$ cat config.mk
export PLATFORM = sky130hd
export DESIGN_NAME = seq_det_ctrl
export DESIGN_NICKNAME = d
export VERILOG_FILES = /design/src/rtl/seq_det_ctrl.sv
export SDC_FILE = /design/constraint.sdc
export NUM_CORES = 1
export LEC_CHECK = 0
export ABC_CLOCK_PERIOD_IN_PS = 2600
export CORE_ASPECT_RATIO = 0.75
export CORE_MARGIN = 1.5
export CORE_UTILIZATION = 55
export CTS_BUF_LIST = sky130_fd_sc_hd__clkbuf_4
export CTS_CLUSTER_DIAMETER = 80
export DETAILED_ROUTE_END_ITERATION = 10
export PLACE_DENSITY = 0.9
export SLEW_MARGIN = 25
export SYNTH_ARGS = -nofsm -noshare
export SYNTH_HDL_FRONTEND = slang
export SYNTH_SLANG_ARGS = --single-unit
$ cat constraint.sdc
create_clock -name clk -period 2.6 [get_ports clk]
set_input_delay 0.39 -clock clk [delete_from_list [all_inputs] [get_ports clk]]
set_output_delay 0.39 -clock clk [all_outputs]
set_load 0.02 [all_outputs]
$ cat src/rtl/seq_det_ctrl.sv
// Serializes DATA_W-bit words MSB first and flags a configurable 2..8 bit pattern (Mealy match).
// Each word takes DATA_W+2 cycles. s_ready is high only in IDLE. abort cancels the word in flight.
module seq_det_ctrl #(
    parameter int DATA_W = 16,
    parameter int CW     = $clog2(DATA_W + 1)
) (
    input  logic              clk,
    input  logic              rstn,
    input  logic              cfg_load,
    input  logic [7:0]        cfg_pattern,
    input  logic [3:0]        cfg_len,
    input  logic              cfg_overlap,
    output logic              err_cfg,
    input  logic              s_valid,
    output logic              s_ready,
    input  logic [DATA_W-1:0] s_data,
    input  logic              abort,
    output logic              ser_bit,
    output logic              ser_valid,
    output logic              match,
    output logic              done,
    output logic [CW-1:0]     match_cnt
);

    localparam int BW = $clog2(DATA_W);

    typedef enum logic [1:0] {IDLE, SHIFT, DONE} state_t;

    state_t            state_q;
    logic [DATA_W-1:0] data_q;
    logic [BW-1:0]     bit_cnt_q;
    logic [6:0]        hist_q, hist_d;
    logic [2:0]        fill_q, fill_d;
    logic [CW-1:0]     cnt_q;
    logic [7:0]        pat_q;
    logic [3:0]        len_q;
    logic              ovl_q;
    logic              err_q;

    logic       xfer;
    logic       cfg_ok;
    logic       last_bit;
    logic       enough;
    logic [7:0] window;
    logic [7:0] mask;

    assign s_ready   = (state_q == IDLE);
    assign ser_valid = (state_q == SHIFT);
    assign ser_bit   = ser_valid & data_q[DATA_W-1];
    assign done      = (state_q == DONE);
    assign err_cfg   = err_q;
    assign match_cnt = cnt_q;

    assign xfer     = s_valid && s_ready;
    assign cfg_ok   = (cfg_len >= 4'd2) && (cfg_len <= 4'd8);
    assign last_bit = (bit_cnt_q == BW'(DATA_W - 1));

    // fill_q counts history bits gathered since word start or the last
    // non-overlapping match; the current bit makes up the rest of the window.
    assign window = {hist_q, ser_bit};
    assign mask   = 8'hFF >> (4'd8 - len_q);
    assign enough = ({1'b0, fill_q} + 4'd1) >= len_q;
    assign match  = ser_valid && enough && (((window ^ pat_q) & mask) == 8'h00);

    always_comb begin
        hist_d = window[6:0];
        fill_d = (fill_q == 3'd7) ? 3'd7 : fill_q + 3'd1;
        if (match && !ovl_q) begin
            hist_d = '0;
            fill_d = '0;
        end
    end

    always_ff @(posedge clk or negedge rstn) begin
        if (!rstn) begin
            state_q   <= IDLE;
            data_q    <= '0;
            bit_cnt_q <= '0;
            hist_q    <= '0;
            fill_q    <= '0;
            cnt_q     <= '0;
            pat_q     <= 8'h0A;
            len_q     <= 4'd4;
            ovl_q     <= 1'b1;
            err_q     <= 1'b0;
        end else begin
            err_q <= cfg_load && ((state_q != IDLE) || !cfg_ok);
            case (state_q)
                IDLE: begin
                    // A legal config written alongside a transfer governs that word.
                    if (cfg_load && cfg_ok) begin
                        pat_q <= cfg_pattern;
                        len_q <= cfg_len;
                        ovl_q <= cfg_overlap;
                    end
                    if (xfer) begin
                        data_q    <= s_data;
                        bit_cnt_q <= '0;
                        hist_q    <= '0;
                        fill_q    <= '0;
                        cnt_q     <= '0;
                        state_q   <= SHIFT;
                    end
                end
                SHIFT: begin
                    data_q    <= data_q << 1;
                    bit_cnt_q <= bit_cnt_q + BW'(1);
                    hist_q    <= hist_d;
                    fill_q    <= fill_d;
                    if (match) begin
                        cnt_q <= cnt_q + CW'(1);
                    end
                    if (abort) begin
                        state_q <= IDLE;
                    end else if (last_bit) begin
                        state_q <= DONE;
                    end
                end
                DONE: begin
                    state_q <= IDLE;
                end
                default: begin
                    state_q <= IDLE;
                end
            endcase
        end
    end

endmodule

==> results.cfg <==
[floorplanning]
core_area_um2 = 4520
pin_count = 45
fp.dieW_um = 82.8
dieHeight_um = 62.8
die_area_um2 = 5200
start_util_pct = 58.1
num_rows = 21

[clock_tree]
clock_latency_ns = 0.37
clock-sinks = 51
clock-root-buffer = clkbuf_4
cts_buffer_depth = 2
cts_tree = built
cts.clk_slew.worst_paths_ns = 0.14
cts_max_level = 2
cts_inserted_buffers = 5

[timing]
fmax_mhz = 394
whs_ns = 0.482
finalCriticalPeriod_ns = 2.54
hold_viol_final = 0
drv_slew = 0
fin_crit_sh_pct = 97.7
worst_pin_slew_ns = 0.555
setup_tns_ns = 0
clock_skew_ns = 0.0112
relSlewSlack_pct = 62.9
setup_ws_ns = 0.0605
finalSetupViolations = 0

[logic_synthesis]
synth_nets = 298
avgSynthCellArea_um2 = 10.4
synth_cells = 252
ys_ff_latch = 51
synthTopCellsByArea = dfrtp_1 45%, ha_1 5.7%, mux2_2 5.6%, o21ai_0 4.8%, and3b_1 4.3%
synth_warnings = 0
yosys_most_used_dff = dfrtp_1
synth_cell_types = 35
yosysTopAreaCellShare_pct = 44.8
synth.most_common_cell = dfrtp_1
synth-edff-count = 0
synthArstFlopShare_pct = 100
synth.yosys.seq_area_share_pct = 48.8
netlist_area_um2 = 2630
yosys-top-cells-count = 47 x dfrtp_1, 27 x nand2_1, 25 x o21ai_0
yosysTopAreaCell = dfrtp_1

[critical_path]
crit_arrival_ns = 2.82
crit_fanout = 6
critPathLaunch = len_q[0]$_DFFE_PN0P_
critPathCaptureType = flip-flop
cp.required_ns = 2.88
timing.rr.start = len_q[0]$_DFFE_PN0P_
crit_type = flip-flop to flip-flop
start_kind = flip-flop

[global_route]
met3_usage_pct = 4.38
grt_usage_pct = 24.0
gr-usage-met2_pct = 36.9
antenna_found_initial = 0
gr-total-overflow = 0
grt_first_pass_wirelength_mm = 9.41
grt_pass1_vias = 2125
busiest_layer = met2
grt_max_degree = 35
grt_use_met1_pct = 32.5

[routing]
ant_nets = 0
drt_iter0_markers = 150
drcViolationCount = 0
vias_per_cell = 5.77
dr_total_vias = 2124
drt_wl_total_mm = 6.03
firstDrtPassIters = 4
routedWlPerCell_um = 16.4

[layout]
final_cells = 368
syn_to_final_growth_pct = 28.1
nets = 357
regArea_um2 = 1280
num_antenna_cells = 0
multi_input_area_um2 = 1320
layout-drive-gt1-share_pct = 20.9
nFillCells = 288

[place]
place_hpwl_mm = 4.11
numPlacedInstances = 355
place.gp.congestion = 0.805
dpl_worst_slack_ns = -0.0226
portBuffers = 44

[outcome]
status = complete, no violations

[min_path]
hp-class = primary input to asynchronous set/reset pin

[power_and_ir_drop]
irDropWorstVdd_uv = 564
power_density_nw_per_um2 = 826
leakage_nw = 1.50

[job]
drv_cap = 0
==> cells by family after synthesis <==
logic type	share of synthesized area [%]
AND/OR/NAND/NOR	16.0
AO/OA/AOI/OAI	15.8
flip-flops	48.8
buffers and inverters	4.81
multiplexers	5.57
adder cells (fa/ha/maj)	5.72
XOR/XNOR	3.33
==> power by group <==
part	internal, W	switching (W)	total, W
logic	0.000645	0.000586	0.00123
registers	0.00101	0.000177	0.00118
clock network	0.000124	0.000241	0.000365
==> per-layer routing <==
metal | wire (um) | vias up
met3 | 295 | 17
met1 | 2700 | 1023
li1 | - | 1012
met4 | 184 | 0
met5 | 0 | -
met2 | 2850 | 72
==> layout make-up <==
class | instances | share of cell area [%]
Multi-Input combinational cell | 176 | 39.2
Sequential cell | 51 | 38.1
Timing Repair Buffer | 66 | 17.9
Tap cell | 57 | 2.12
Clock buffer | 7 | 1.56
Inverter | 11 | 1.23
==> layout by cell type, fill, tap and decap left out, types with 2 or more instances in the layout <==
master	instances
dfrtp_1	47
clkdlybuf4s50_1	42
nand2_1	27
o21ai_0	24
buf_4	22
a21oi_1	16
mux2_2	13
and3b_1	13
xnor2_1	9
nor2_1	9
inv_1	8
nand3_1	8
ha_1	8
a32o_1	7
clkbuf_4	7
nor3_1	6
a22o_1	5
dfstp_2	4
nand2b_1	3
nor2b_1	3
ha_4	3
inv_2	2
o21bai_2	2
nand4_1	2
a22oi_1	2
or4_1	2
==> worst paths after layout <==
path	end	slack, ns	depth (start not counted)
setup / recovery	match_cnt[2]$_DFFE_PN0P_	0.06	13
min in group clk	data_q[6]$_DFFE_PN0P_	0.50	2
max in group asynchronous	data_q[6]$_DFFE_PN0P_	1.34	3
hold reg to reg	data_q[6]$_DFFE_PN0P_	0.50	2
hold / removal	pat_q[0]$_DFFE_PN0P_	0.48	2
setup reg to reg	match_cnt[2]$_DFFE_PN0P_	0.06	13
==> registers in the layout, summed over array words and instances (netlist names) <==
name and count:
err_cfg 1, ovl_q 1, data_q 16, match_cnt 5, len_q 4, state_q 2, bit_cnt_q 4, pat_q 8
hist_q 7, fill_q 3
==> worst max-delay path, stage by stage, from the launching register on <==
cell and delay [ns]:
dfrtp_1 0.42, buf_4 0.16, ha_1 0.28, nand2b_1 0.17, a211oi_2 0.27, o21bai_2 0.12
buf_4 0.14, buf_4 0.12, buf_4 0.12, buf_4 0.13, a41oi_4 0.22, buf_4 0.15
o21ai_0 0.08, o31ai_1 0.07
==> through the flow <==
step	util [%]	power (W)	cell area [um2]
after global placement	70.2	0.00210	3170
after CTS	72.1	0.00259	3260
after global routing	74.4	0.00295	3360
final	74.4	0.00278	3360
after floorplan	-	0.00177	2630
after detailed placement	70.2	0.00216	3170
==> repair_timing <==
item / 4_1_cts / 5_1_grt
hold buffers: 1 / 0
pin swaps: 2 / 8
resized for setup: 5 / 17
setup buffers: 3 / 2
endpoints found under the setup margin: 1 / 16
endpoints found under the hold margin: 16 / 0
Note: power is estimated with default switching activity, not from simulation.
